===== src/rtl/window_buffer.sv =====
// window_buffer: DEPTH x WIDTH entry buffer exposed as one flat bus.
// Supports addressed random writes or a shift-in sliding window whose
// consumed windows release the STRIDE oldest entries.
module window_buffer #(
  parameter int WIDTH  = 8,
  parameter int DEPTH  = 4,
  parameter int STRIDE = 1,
  parameter int ADDR_W = 2
) (
  input  logic                    clk,
  input  logic                    rst_n,
  input  logic                    init,
  input  logic                    mode,
  input  logic                    write,
  input  logic [ADDR_W-1:0]       address,
  input  logic [WIDTH-1:0]        data_in,
  output logic                    in_ready,
  output logic [WIDTH*DEPTH-1:0]  data_out,
  output logic                    data_valid,
  input  logic                    data_ready,
  output logic [ADDR_W:0]         count,
  output logic                    overrun
);

  logic [WIDTH-1:0] entry_reg  [DEPTH];
  logic [WIDTH-1:0] entry_next [DEPTH];
  logic [DEPTH-1:0] valid_reg;
  logic [DEPTH-1:0] valid_next;
  logic [DEPTH-1:0] valid_kept;
  logic [DEPTH-1:0] clear_mask;
  logic             overrun_reg;
  logic             accept;
  logic             handshake;
  logic             addr_ok;
  logic [ADDR_W:0]  count_sum;

  assign data_valid = &valid_reg;
  assign in_ready   = ~data_valid | data_ready;
  assign accept     = write & in_ready;
  assign handshake  = data_valid & data_ready;
  assign overrun    = overrun_reg;
  assign count      = count_sum;

  // Out-of-range addresses are silently dropped.
  assign addr_ok = ({1'b0, address} < (ADDR_W+1)'(DEPTH));

  // A consumed window releases its clear before any same-cycle write lands.
  assign valid_kept = handshake ? (valid_reg & ~clear_mask) : valid_reg;

  genvar gi;
  generate
    for (gi = 0; gi < DEPTH; gi++) begin : g_entry
      // buf[0] sits in the most significant slice of the flat bus.
      assign data_out[(DEPTH-1-gi)*WIDTH +: WIDTH] = entry_reg[gi];

      // Addressed mode clears every entry; shift mode only the oldest STRIDE.
      assign clear_mask[gi] = mode ? ((gi < STRIDE) ? 1'b1 : 1'b0) : 1'b1;

      if (gi < DEPTH-1) begin : g_mid
        // Next value of an inner entry: shift from its newer neighbour or addressed write.
        always_comb begin
          entry_next[gi] = entry_reg[gi];
          valid_next[gi] = valid_kept[gi];
          if (accept && mode) begin
            entry_next[gi] = entry_reg[gi+1];
            valid_next[gi] = valid_kept[gi+1];
          end else if (accept && !mode && addr_ok && (address == ADDR_W'(gi))) begin
            entry_next[gi] = data_in;
            valid_next[gi] = 1'b1;
          end
        end
      end else begin : g_last
        // Next value of the newest entry: takes data_in on a shift or addressed write.
        always_comb begin
          entry_next[gi] = entry_reg[gi];
          valid_next[gi] = valid_kept[gi];
          if (accept && mode) begin
            entry_next[gi] = data_in;
            valid_next[gi] = 1'b1;
          end else if (accept && !mode && addr_ok && (address == ADDR_W'(gi))) begin
            entry_next[gi] = data_in;
            valid_next[gi] = 1'b1;
          end
        end
      end
    end
  endgenerate

  // Population count of the valid bits; bounded by DEPTH so it cannot wrap.
  always_comb begin
    count_sum = '0;
    for (int i = 0; i < DEPTH; i++) begin
      count_sum = count_sum + (ADDR_W+1)'(valid_reg[i]);
    end
  end

  // State register: async reset, then synchronous init, then normal update.
  always_ff @(posedge clk or negedge rst_n) begin
    if (!rst_n) begin
      for (int i = 0; i < DEPTH; i++) entry_reg[i] <= '0;
      valid_reg   <= '0;
      overrun_reg <= 1'b0;
    end else if (init) begin
      for (int i = 0; i < DEPTH; i++) entry_reg[i] <= '0;
      valid_reg   <= '0;
      overrun_reg <= 1'b0;
    end else begin
      for (int i = 0; i < DEPTH; i++) entry_reg[i] <= entry_next[i];
      valid_reg <= valid_next;
      if (write && !in_ready) overrun_reg <= 1'b1;
    end
  end

endmodule


===== config.mk =====
export PLATFORM = sky130hd
export DESIGN_NAME = window_buffer
export DESIGN_NICKNAME = d
export VERILOG_FILES = /design/src/rtl/window_buffer.sv
export SDC_FILE = /design/constraint.sdc
export NUM_CORES = 1
export LEC_CHECK = 0
export CAP_MARGIN = 20
export CORE_UTILIZATION = 40
export CTS_CLUSTER_SIZE = 16
export DETAILED_ROUTE_END_ITERATION = 10
export PLACE_DENSITY = 0.69
export SYNTH_ARGS = -nofsm -noshare
export SYNTH_HDL_FRONTEND = slang
export SYNTH_SLANG_ARGS = --single-unit
export TNS_END_PERCENT = 5

===== constraint.sdc =====
create_clock -name clk -period 2 [get_ports clk]
set_input_delay 0.2 -clock clk [delete_from_list [all_inputs] [get_ports clk]]
set_output_delay 0.2 -clock clk [all_outputs]
set_load 0.03 [all_outputs]

# ---- Yosys cells after proc, flatten, opt, wreduce, memory -nomap -nowiden
# Cells that the tools add are included.
# W data, S select, Z words.
dict set report totals {
  ff_bits 37
  latch_bits 0
  ramBits 0
  romBits 0
  in_bits 16
  out_inout_bits 38
  elab_cells 58
  n_memories 0
}
dict set report classes {
  n_addsub 3
  mul 0
  n_div 0
  order_cmp 0
  n_eq_ne 3
  shift 0
  mux 22
  bitwise_logic 6
  reduce_logical 17
}
# operator n
set ops {}
lappend ops {{$mux W8} 8}
lappend ops {{$mux W32} 1}
lappend ops {{$reduce_bool A3 Y1} 4}
lappend ops {{$mux W1} 11}
lappend ops {{$mux W4} 2}
lappend ops {{$logic_and A1 B1 Y1} 7}
lappend ops {{$and A4 B4 Y4} 1}
lappend ops {{$eq A2 B2 Y1 const B} 2}
lappend ops {{$not A4 Y4} 1}
lappend ops {{$reduce_and A4 Y1} 1}
lappend ops {{$reduce_bool A4 Y1} 1}
lappend ops {{$add A2 B1 Y3} 1}
lappend ops {{$add A3 B1 Y3} 1}
lappend ops {{$add A1 B1 Y2} 1}
lappend ops {{$and A1 B1 Y1} 2}
lappend ops {{$eq A2 B1 Y1 const B} 1}
lappend ops {{$logic_not A1 Y1} 2}
lappend ops {{$logic_not A2 Y1} 1}
lappend ops {{$reduce_bool A2 Y1} 1}
lappend ops {{$not A1 Y1} 1}
lappend ops {{$or A1 B1 Y1} 1}

# ---- Depth between registers and ports, before layout
dict set report logic_depth {
  word_depth 9
  mapped_depth 7
  mapped_depth_nobuf 5
}

# ---- Least setup slack after synthesis
# OpenSTA, ideal clock, no wires.
dict set report synth_timing {
  kind {reg-to-output}
  start {register valid_reg[0]}
  end {output count[1]}
  arrival_time_ns 1.549
  required_time_ns 1.800
  slack_ns 0.251
  path_stages_with_launch 6
  n_path_buf 0
  path_cell_list {dfrtp_1 -> inv_1 -> fa_1 -> inv_1 -> ha_1 -> ha_1}
}
dict set report synth_between {
  elab_chain_cells 3
}
# element line_no
set synth_rtl {}
lappend synth_rtl {{start: declaration} 27} ;# logic [DEPTH-1:0] valid_reg;
lappend synth_rtl {{start signal: assignment} 109} ;# valid_reg <= valid_next;
lappend synth_rtl {{$add A1 B1 Y2} 93} ;# count_sum = count_sum + (ADDR_W+1)'(valid_reg[i]);
lappend synth_rtl {{$add A2 B1 Y3} 93}
lappend synth_rtl {{$add A3 B1 Y3} 93}
lappend synth_rtl {{end: declaration} 21} ;# output logic [ADDR_W:0] count,
# No other way between the ends.

# ---- Worst setup path after layout
dict set report layout_timing {
  start {register valid_reg[3]}
  end {output count[1]}
}
dict set report layout_between {
  elab_chain_cells 1
}
# element line_no
set layout_rtl {}
lappend layout_rtl {{$add A3 B1 Y3} 93}
# No other way between the ends.

==> impl_summary.txt <==
----------------------------------------------------
[Run status]
  Run status ... finished with violations
  Violations in the final reports ... negative hold slack, negative setup slack

[Placement]
  Gp weighted congestion ... 0.764
  HPWL Detailed ... 3.01 mm
  Number of buffers added on ports ... 53
  Post-detailed-placement cell area ... 2550 um^2

[Synthesis]
  Synth top cells by count ... sky130_fd_sc_hd__dfrtp_1 (37), sky130_fd_sc_hd__mux2i_1 (24), sky130_fd_sc_hd__nor2_1 (21)
  Xor/xnor cell area share of the yosys netlist ... 0%
  Compound-gate portion of the synthesized area ... 16.5%
  Cell variety after synth ... 33
  Cell count after synthesis ... 178
  Share of the synthesized area in the top cell type ... 48.0%
  Avg Synthesized Cell Area ... 10.8 um^2
  Post-synth design cell area ... 1930 um^2
  Synth Register Bits ... 37
  Net count after synthesis ... 198
  Area fraction in and, or, nand and nor cells after synthesis ... 14.6%
  Commonest register cell after synthesis ... sky130_fd_sc_hd__dfrtp_1
  Most area-consuming cells after synthesis ... sky130_fd_sc_hd__dfrtp_1 (48%), sky130_fd_sc_hd__mux2i_1 (12%), sky130_fd_sc_hd__a211oi_1 (6.2%)
  Number of flops mapped to enable cells by yosys ... 0
  Mux contribution to synthesized area ... 12.5%
  Most frequent cell after synthesis ... sky130_fd_sc_hd__dfrtp_1
  Fraction of the mapped netlist area in adder cells ... 2.98%
  Post-synthesis async set-or-reset flop share ... 100%
  Share of the yosys chip area belonging to registers ... 48.0%
  Library cell with the largest summed area after synthesis ... sky130_fd_sc_hd__dfrtp_1
  Largest family of logic cells by synthesized area ... compound AO/OA/AOI/OAI gates
  Warning count from the yosys run ... 0

[Detailed routing]
  Iteration-0 DRC Markers ... 53
  Via count ... 1,531
  TritonRoute pass-1 iters ... 4
  Final wirelength ... 4.39 mm
  DRC violation count after routing ... 0
  ANT nets after route ... 0
  Detailed-route wire length per cell ... 15.1 um
  Vias per inst ... 5.26

[CTS]
  CTS H-tree lvls ... 2
  Post-CTS Repair Setup Buffers ... 0
  Clock insertion delay at the later pin of the skew report ... 0.29 ns
  Number of buffers created by CTS ... 5
  CTS tree ... done
  Deepest clock path buffer count ... 2
  CTS Hold Bufs ... 0
  Clock-pin slew on the worst setup and hold paths ... 0.08 ns
  Number of sinks driven by the clock tree ... 37
  Root buf cell ... sky130_fd_sc_hd__clkbuf_8

[Timing]
  Slew at the pin with the worst max-slew slack ... 0.813 ns
  Setup violations, final ... 1
  Hold Violations, Final ... 4
  Final critical path time including I/O delays and setup ... 2.02 ns
  Highest clock frequency the design can meet ... 0.496 GHz
  Fin crit share ... 101%
  Largest clock skew in the final design ... 0.00890 ns
  Final count of pins violating max slew ... 0
  Fin worst setup slack ... -0.0163 ns
  Final Hold Slack ... -0.00185 ns
  RSZ-0062 raised after global routing ... true
  Worst slew margin ... 45.8%

[Critical path]
  Critical Path Sink Type ... primary output
  Crit start category ... register
  Worst setup path startpoint ... valid_reg[3]
  R2R setup slack ... 0.14 ns
  Type of the worst setup path ... register to primary output
  CP max FO ... 2
  Worst endpoint required time ... 1.80 ns
  Startpoint of the lowest-slack register-to-register path ... valid_reg[0]
  Reg-to-reg critical path endpoint ... data_out[26]
  Worst Reg2Reg Path Length in Cells ... 8
  CP arrival ... 1.82 ns

[Cells and area]
  Net count, final ... 258
  Area growth, synth to finish ... 41.1%
  Proportion of layout cells with a drive suffix above 1 ... 16.3%
  Antenna fix cells ... 0
  Number of filler instances in the final layout ... 400
  Max FFs per register ... 32
  Design Area, Final ... 2720 um^2

[Floorplan]
  I/O pin count ... 54
  Initial Util ... 42.8%
  Floorplan Core Area ... 4500 um^2
  Core Rows ... 24
  Horizontal extent of the die ... 71.5 um
  Floorplan die area ... 5110 um^2
  Die Ht ... 71.5 um

[Pwr]
  Internal ... 0.00141 W
  Sequential group share of total power ... 42.3%
  Peak supply drop ... 0.410 mV
  Combinational Power Share ... 23.4%
  Post-layout power ... 0.00198 W
  Switching Share ... 28.9%
  Leakage power of the design ... 1.29 nW
  Power share of the clock group ... 34.3%
  Net Sw Power ... 0.000572 W
  Power per cell area ... 728 nW/um^2

[Global route]
  Pin count of the biggest net entering global routing ... 38
  Number of global-route vias before repair ... 1,479
  Initial antenna violation count ... 0
  Congestion Overflow GR ... 0
  Overall global routing resource usage ... 18.2%
  Wire length of the first global-routing pass ... 7.16 mm

[Run]
  Max-cap check violation count ... 0

[Min path]
  Worst min-delay path category ... primary input to asynchronous set/reset pin

----------------------------------------------------
-- power groups by stage --
stage	clock network (W)	registers [W]	logic (W)
global route	0.000721	0.000845	0.000501
global placement	0	0.000851	0.000448
floorplan	0	0.000933	0.000167
detailed placement	0	0.000850	0.000453
finish	0.000679	0.000838	0.000463
CTS	0.000687	0.000838	0.000457
-- cells in the final DEF (no fill, tap or decap), drive strengths merged, types with 6 or more instances in the layout --
master | netlist | final
o2bb2ai | 8 | 8
dfrtp | 37 | 37
nor2 | 21 | 21
nand2b | 8 | 8
mux2i | 24 | 24
buf | 9 | 17
clkdlybuf4s50 | 0 | 47
nand2 | 13 | 13
clkbuf | 4 | 6
a211oi | 16 | 16
inv | 6 | 6
o21ai | 10 | 10
-- layer usage --
| metal | wire [um] | up-vias | global-route usage [%] |
|---|---|---|---|
| li1 | - | 751 | - |
| met1 | 2140 | 737 | 24.6 |
| met2 | 2030 | 38 | 29.5 |
| met3 | 170 | 5 | 3.66 |
| met4 | 48 | 0 | 5.88 |
| met5 | 0 | - | 0 |
-- through the flow --
| step | cells | util [%] | worst slack (ns) | setup TNS, ns |
|---|---|---|---|---|
| 2_1_floorplan | 178 | - | 0.251 | 0 |
| 3_3_place_gp | 283 | 56.7 | -0.0485 | -0.0485 |
| 3_5_place_dp | 283 | 56.7 | -0.108 | -0.132 |
| 4_1_cts | 291 | 59.4 | -0.0827 | -0.0827 |
| 5_1_grt | 291 | 60.4 | -0.0816 | -0.110 |
| 6_report | 291 | 60.4 | -0.0163 | -0.0163 |
-- what timing repair did --
item	4_1_cts	5_1_grt
cloned	0	0
gates resized for setup	8	13
endpoints found under the setup margin	3	15
pin swaps	0	4
-- worst max-delay path: stages, from the launching register on --
cell	delay, ns
sky130_fd_sc_hd__dfrtp_1	0.34
sky130_fd_sc_hd__inv_1	0.06
sky130_fd_sc_hd__fa_1	0.54
sky130_fd_sc_hd__inv_1	0.07
sky130_fd_sc_hd__ha_4	0.16
sky130_fd_sc_hd__ha_4	0.25
sky130_fd_sc_hd__buf_6	0.12
-- cell families (layout without fill, tap and decap cells) --
| family | after synthesis | after routing |
|---|---|---|
| muxes | 24 | 24 |
| and+or+nand+nor | 51 | 51 |
| adders and majority gates | 4 | 4 |
| AOI/OAI and AO/OA | 43 | 43 |
| DFF | 37 | 37 |
| buffers and inverters | 19 | 80 |
-- layout make-up --
cell class / instances / area [um^2] / share of cell area (%)
Multi-Input combinational cell: 122 / 936 / 34.4
Sequential cell: 37 / 926 / 34.0
Timing Repair Buffer: 66 / 653 / 24.0
Clock buffer: 6 / 82.6 / 3.03
Tap cell: 52 / 65.1 / 2.39
Clock inverter: 2 / 37.5 / 1.38
Inverter: 6 / 22.5 / 0.827
-- worst max-delay path by stage --
stage                          end
final                     count[1]
after global placement    count[2]
after floorplan           count[1]
after CTS                 count[1]
after global routing      count[1]
after detailed placement  count[2]
Power figures use the tool's default switching activity.
